--- src/rtl/wb_prog_loader.sv ---
// Wishbone classic slave that queues program words in a FIFO and streams them as
// {addr,data} writes into the core's program memory, and controls the core's reset.
module wb_prog_loader #(
   parameter logic [31:0] BASE_ADDR = 32'h3000_0000,
   parameter int          DEPTH     = 8,
   parameter int          AW        = 16
) (
   input  logic          wb_clk_i,
   input  logic          rst_n,
   input  logic          wbs_cyc_i,
   input  logic          wbs_stb_i,
   input  logic          wbs_we_i,
   input  logic [3:0]    wbs_sel_i,
   input  logic [31:0]   wbs_adr_i,
   input  logic [31:0]   wbs_dat_i,
   output logic          wbs_ack_o,
   output logic [31:0]   wbs_dat_o,
   output logic          mem_wr_valid,
   input  logic          mem_wr_ready,
   output logic [AW-1:0] mem_wr_addr,
   output logic [31:0]   mem_wr_data,
   output logic          core_rst_n
);
   localparam int PW = $clog2(DEPTH);

   logic          ack_q, ack_d;
   logic [31:0]   rdat_q, rdat_d;
   logic [PW:0]   wptr_q, wptr_d, rptr_q, rptr_d;
   logic [AW-1:0] addr_q, addr_d;
   logic          hold_q, hold_d, ovf_q, ovf_d, err_q, err_d;
   logic          core_rst_q, core_rst_d;
   logic          we_q;
   logic [1:0]    reg_q;
   logic [31:0]   wdat_q;
   logic [31:0]   fifo_q [DEPTH];

   logic          access, empty, full, push, pop, flush;
   logic          wr_ctrl, wr_stat, wr_data, wr_addr;
   logic [PW:0]   count;
   logic [7:0]    cnt8;
   logic [31:0]   status;
   logic          unused_ok;

   assign access  = wbs_cyc_i & wbs_stb_i & (wbs_adr_i[31:4] == BASE_ADDR[31:4]) & ~ack_q;
   assign count   = wptr_q - rptr_q;
   assign cnt8    = 8'(count);
   assign empty   = (count == '0);
   assign full    = (count == (PW+1)'(DEPTH));
   assign status  = {14'b0, err_q, ovf_q, 6'b0, empty, full, cnt8};

   // Register side effects are applied in the ack cycle from the request latched at access.
   assign wr_ctrl = ack_q & we_q & (reg_q == 2'd0);
   assign wr_stat = ack_q & we_q & (reg_q == 2'd1);
   assign wr_data = ack_q & we_q & (reg_q == 2'd2);
   assign wr_addr = ack_q & we_q & (reg_q == 2'd3);
   assign flush   = wr_ctrl & wdat_q[1];
   assign push    = wr_data & ~full;
   assign pop     = ~empty & mem_wr_ready & ~flush;

   always_comb begin
      ack_d  = access;
      rdat_d = '0;
      if (access && !wbs_we_i) begin
         case (wbs_adr_i[3:2])
            2'd0:    rdat_d = {31'b0, hold_q};
            2'd1:    rdat_d = status;
            2'd2:    rdat_d = '0;
            default: rdat_d = 32'(addr_q);
         endcase
      end
      wptr_d = wptr_q + {{PW{1'b0}}, push};
      rptr_d = flush ? wptr_q : rptr_q + {{PW{1'b0}}, pop};
      addr_d = addr_q;
      if (pop)
         addr_d = addr_q + AW'(4);
      else if (wr_addr && empty)
         addr_d = {wdat_q[AW-1:2], 2'b00};
      ovf_d = ovf_q;
      if (wr_data && full)
         ovf_d = 1'b1;
      else if (wr_stat && wdat_q[16])
         ovf_d = 1'b0;
      err_d = err_q;
      if (wr_addr && !empty)
         err_d = 1'b1;
      else if (wr_stat && wdat_q[17])
         err_d = 1'b0;
      hold_d     = wr_ctrl ? wdat_q[0] : hold_q;
      core_rst_d = ~hold_d;
   end

   always_ff @(posedge wb_clk_i or negedge rst_n) begin
      if (!rst_n) begin
         ack_q      <= 1'b0;
         rdat_q     <= '0;
         wptr_q     <= '0;
         rptr_q     <= '0;
         addr_q     <= '0;
         hold_q     <= 1'b1;
         ovf_q      <= 1'b0;
         err_q      <= 1'b0;
         core_rst_q <= 1'b0;
      end else begin
         ack_q      <= ack_d;
         rdat_q     <= rdat_d;
         wptr_q     <= wptr_d;
         rptr_q     <= rptr_d;
         addr_q     <= addr_d;
         hold_q     <= hold_d;
         ovf_q      <= ovf_d;
         err_q      <= err_d;
         core_rst_q <= core_rst_d;
      end
   end

   always_ff @(posedge wb_clk_i) begin
      if (access) begin
         we_q   <= wbs_we_i;
         reg_q  <= wbs_adr_i[3:2];
         wdat_q <= wbs_dat_i;
      end
      if (push)
         fifo_q[wptr_q[PW-1:0]] <= wdat_q;
   end

   assign wbs_ack_o    = ack_q;
   assign wbs_dat_o    = rdat_q;
   assign mem_wr_valid = ~empty;
   assign mem_wr_addr  = addr_q;
   assign mem_wr_data  = fifo_q[rptr_q[PW-1:0]];
   assign core_rst_n   = core_rst_q;
   assign unused_ok    = ^{wbs_sel_i, wbs_adr_i[1:0]};
endmodule
--- config.mk ---
export PLATFORM = sky130hd
export DESIGN_NAME = wb_prog_loader
export DESIGN_NICKNAME = d
export VERILOG_FILES = /design/src/rtl/wb_prog_loader.sv
export SDC_FILE = /design/constraint.sdc
export NUM_CORES = 1
export LEC_CHECK = 0
export ABC_AREA = 1
export CORE_UTILIZATION = 48
export DETAILED_ROUTE_END_ITERATION = 8
export HOLD_SLACK_MARGIN = 0.12
export PLACE_DENSITY_LB_ADDON = 0.08
export SLEW_MARGIN = 20
export SYNTH_ARGS = -nofsm -noshare
export SYNTH_HDL_FRONTEND = slang
export SYNTH_SLANG_ARGS = --single-unit
--- constraint.sdc ---
create_clock -name wb_clk_i -period 7.7 [get_ports wb_clk_i]
set_clock_uncertainty 0.15 [all_clocks]
set_input_delay 0.77 -clock wb_clk_i [delete_from_list [all_inputs] [get_ports wb_clk_i]]
set_output_delay 0.77 -clock wb_clk_i [all_outputs]
set_load 0.005 [all_outputs]
After elaboration in Yosys (flattened, before gate mapping). Memory sizes are Yosys's and may differ from the RTL's. Cells that the tools add are included.

Add/sub/neg operators: 4. Equal/unequal tests: 7. Multiplexer cells: 12. Bitwise logic cells: 17. Reductions and logical operators: 14.

Operators by type and width (number): 18-bit one-hot mux with 3 select lines (1); 16-bit two-way mux (2); 32-bit two-way mux (1); 28-bit by 26-bit equality test with 1-bit output, second input constant (1); 16-bit by 3-bit adder with 16-bit output, second input constant (1); 1-bit AND (12); 4-bit by 1-bit adder with 4-bit output (2); 1-bit two-way mux (7); 2-bit equality test, second input constant (3); 1-bit logical AND (6); 2-bit nonzero test (3); 1-bit NOT (5); 2-bit by 1-bit equality test with 1-bit output, second input constant (2); 4-bit equality test, second input constant (1); 2-bit logical NOT (2); 4-bit logical NOT (1); 4-bit two-way mux (1); 4-bit subtractor (1); 1-bit logical NOT (2).

Register bits: 96. Bits in writable memories: 256. Input port bits: 74. Memories: 1.

Memories: fifo_q (words 8, width 32, rd ports 1, clocked after Yosys merged registers in 0, wr ports 1, line 35) `logic [31:0] fifo_q [DEPTH];`.

Logic depth before layout (Yosys ltp).
Word-level depth: 7. Gate-level depth with buffers: 17. Depth with buffers taken out: 16.

Least setup slack after synthesis. OpenSTA, ideal clock, no wires.

Kind: input -> register. Start point: input wbs_adr_i[21]. End point: register reg_q[0], enable pin. Arrival: 4.505 ns. Slack: 2.528 ns. Stages: 3. Cell sequence: nor2_1 > nand4_1 > nor4_1.

Longest elaborated chain between the ends: 3.

Ends and longest elaborated chain: from (decl) (line 14) `input logic [31:0] wbs_adr_i,`; 28-bit by 26-bit equality test with 1-bit output (line 44) `assign access = wbs_cyc_i & wbs_stb_i & (wbs_adr_i[31:4] == BASE_ADDR[31:4]) & ~ack_q;`; 1-bit AND (2 in a row) (line 44); via access (line 37) `logic access, empty, full, push, pop, flush;`; to (signal assigned) (line 119) `reg_q <= wbs_adr_i[3:2];`; to (decl) (line 33) `logic [1:0] reg_q;`.

The timed path passes the listed nets, and every way through them passes these cells. A chain may end at the register's enable or synchronous reset.

Final worst setup path.
Start point: register rptr_q[0]. End point: output mem_wr_data[28].

Longest elaborated chain between the ends: 1.

Ends and longest elaborated chain: from (decl) (line 28) `logic [PW:0] wptr_q, wptr_d, rptr_q, rptr_d;`; from (signal assigned) (line 107) `rptr_q <= rptr_d;`; memory 8 x 32 bit; to (decl) (line 21) `output logic [31:0] mem_wr_data,`.

Every way passes these cells.

==> impl_metrics.tcl <==
set metrics [dict create \
    port_buffers 134 \
    cts_resized 0 \
    ctsLongestPathBuffers 3 \
    ys_warn_count 0 \
    final_common_cell "edfxtp_1" \
    final_area_mm2 0.01649 \
    overflow 0 \
    rsz0062_at_grt "no" \
    cts_buffers 35 \
    seq_area_mm2 0.009869 \
    yosys.area.top_type "edfxtp_1" \
    synth_cells 1116 \
    synthTopCellsByArea "edfxtp_1 (64%), dfrtp_1 (8.1%), nand2_1 (5.4%)" \
    final_hold_viol_count 0 \
    synth_edf_count 291 \
    setup_tns_ps 0 \
    final_core_util_pct 59.18 \
    die_x_um 170.6 \
    ys_seq_area_share_pct 72.30 \
    synth.distinct_cells 41 \
    diodes 0 \
    dpl.hpwl_mm 16.66 \
    status "finished clean" \
    synth_fa_ha_area_share_pct 0.8802 \
    critical_path_required_ps 6780 \
    max_cap_viol_count 0 \
    nFillCells 2268 \
    synthesis.area_mm2 0.01365 \
    place_congestion 0.7554 \
    ctsHoldBuffers 0 \
    synth-compound-area-share_pct 8.234 \
    cts_max_level 2 \
    synth_top_area_share_pct 64.04 \
    muxShareOfSynthArea_pct 0 \
    insertion_delay_ps 510 \
    yosys_register_bits 336 \
    timing.final.crit_period_ps 4535 \
    critPathLaunchType "register" \
    initial_core_util_pct 48.98 \
    power_density_mw_per_mm2 335.1 \
    power_leakage_nw 5.907 \
    grt_pass1_wl_mm 46.41 \
    postSynthAreaPerCell_um2 12.23 \
    wl_mm 30.40 \
    ctsRootBufferMaster "clkbuf_16" \
    end_kind "output port" \
    postCtsSetupRepairBufs 0 \
    multiInputGateArea_mm2 0.003386 \
    drive_gt1_share_pct 8.998 \
    ys.flop_type "edfxtp_1" \
    slew_viol_final 0 \
    cts.sinks 336 \
    async_flop_share_pct 13.39 \
    syn2layout_area_growth_pct 20.81 \
    gr-usage-all-layers_pct 21.31 \
    ant_nets 0 \
    antenna_found_initial 0 \
    dr.pass1.iters 5 \
    post_drt_wl_per_cell_um 18.36 \
    fin_ws_ps 3165 \
    worstMarginPinSlew_ps 954.8 \
    worst_ir_drop_vdd_uv 190.6 \
    synthXorXnorAreaFrac_pct 0.8986 \
    layout.nets 1336 \
    io_pins 157 \
    grt_max_degree 94 \
    synthSimpleGateAreaFrac_pct 13.97 \
    viasPerCell 5.293 \
    min_period_over_period_pct 58.90 \
    core_area_mm2 0.02786 \
    relSlewSlack_pct 36.34 \
    row_count 61 \
    cts_tree "built" \
    vias 8766 \
    die_area_mm2 0.02911 \
    clock.fmax_mhz 220.5 \
    final_cell_mix "edfxtp_1 (291), nand2_1 (197), nor2_1 (168), clkdlybuf4s50_1 (133), o21ai_0 (132)" \
    dpl_cell_area_mm2 0.01535 \
    die_height_um 170.6 \
    first_global_vias 8347 \
    drc 0 \
    dp_slack_ps 3545 \
    critPathMaxFanout 93 \
    drt_iter0_drc 778 \
    setup_viol 0 \
    path_clk_slew_ps 60 \
    path_class "reg2out" \
    hold_path.class "in2async" \
    critPathArrivalTime_ps 3620 \
    synth_top_family_by_area "simple AND/OR/NAND/NOR gates" \
]
worst paths after layout:
kind | startpoint | end | slack [ps] | cells past startpoint
setup / recovery | rptr_q[0] | mem_wr_data[28] | 3160 | 8
hold / removal | rst_n | mem_wr_addr[10] | 210 | 2
setup reg to reg | rptr_q[0] | fifo_q[7][0] | 3650 | 12
hold reg to reg | err_q | err_q | 380 | 1
max in group asynchronous | rst_n | rptr_q[0] | 6750 | 2
min in group wb_clk_i | err_q | err_q | 380 | 1
per-layer routing:
metal / vias up / part of all wire [%] / global-route usage (%)
met5: - / 0 / 0
met4: 0 / 1.6 / 5.366
met3: 39 / 6.1 / 3.285
met2: 291 / 47 / 35.46
met1: 4233 / 45 / 29.36
li1: 4203 / - / -
sequential cells by signal, indices dropped and copies added, names as in the netlist:
signal and flops:
we_q 1, hold_q 1, wptr_q 4, err_q 1, ovf_q 1, core_rst_n 1
wdat_q 32, rptr_q 4, reg_q 2, mem_wr_addr 14, wbs_ack_o 1, wbs_dat_o 18
fifo_q 256
report_power, final:
group          total, mW  internal [mW]  switching [mW]
logic               1.75          0.747            1.01
clock network       1.66          0.987           0.668
registers           2.12           2.00           0.112
cell type report:
type	instances	share of cell area, %
multi-input combinational	691	20.54
inverter	32	0.7438
timing repair buffer	157	9.153
sequential	336	59.87
clock inverter	16	1.207
tap	378	2.869
clock buffer	46	5.624
worst max-delay path: stages (launching register included):
cell and delay, ps:
dfrtp_4 660, buf_4 490, inv_2 150, buf_4 670, o21ai_0 200, o22ai_1 170, nand2_1 70, nand2_1 100
clkdlybuf4s50_1 520
metrics by stage:
step / total power, mW / hold WS [ps] / instances
detailed placement: 3.916 / 358.1 / 1594
global placement: 3.901 / 359.3 / 1594
CTS: 5.569 / 207.3 / 1656
finish: 5.525 / 209.7 / 1656
global route: 5.834 / 254.1 / 1656
floorplan: 3.179 / 323.3 / 1131
synth_stat cells (all sizes together), types with 2 or more instances:
cell,n
clkinv,2
o21ai,132
clkbuf,33
nand2,216
o22ai,64
xor2,11
edfxtp,291
nand4,17
ha,8
dfrtp,44
a22oi,2
a21oi,3
inv,30
nor2,170
nor3,19
a22o,2
nand3,22
xnor2,3
buf,39
cell families after synthesis:
kind of cell | after synthesis
other | 1
XOR/XNOR | 14
adder cells (fa/ha/maj) | 9
buffers and inverters | 104
AND/OR/NAND/NOR | 447
AO/OA/AOI/OAI | 205
flip-flops | 336
No activity file was read; power rests on OpenSTA's default activity.
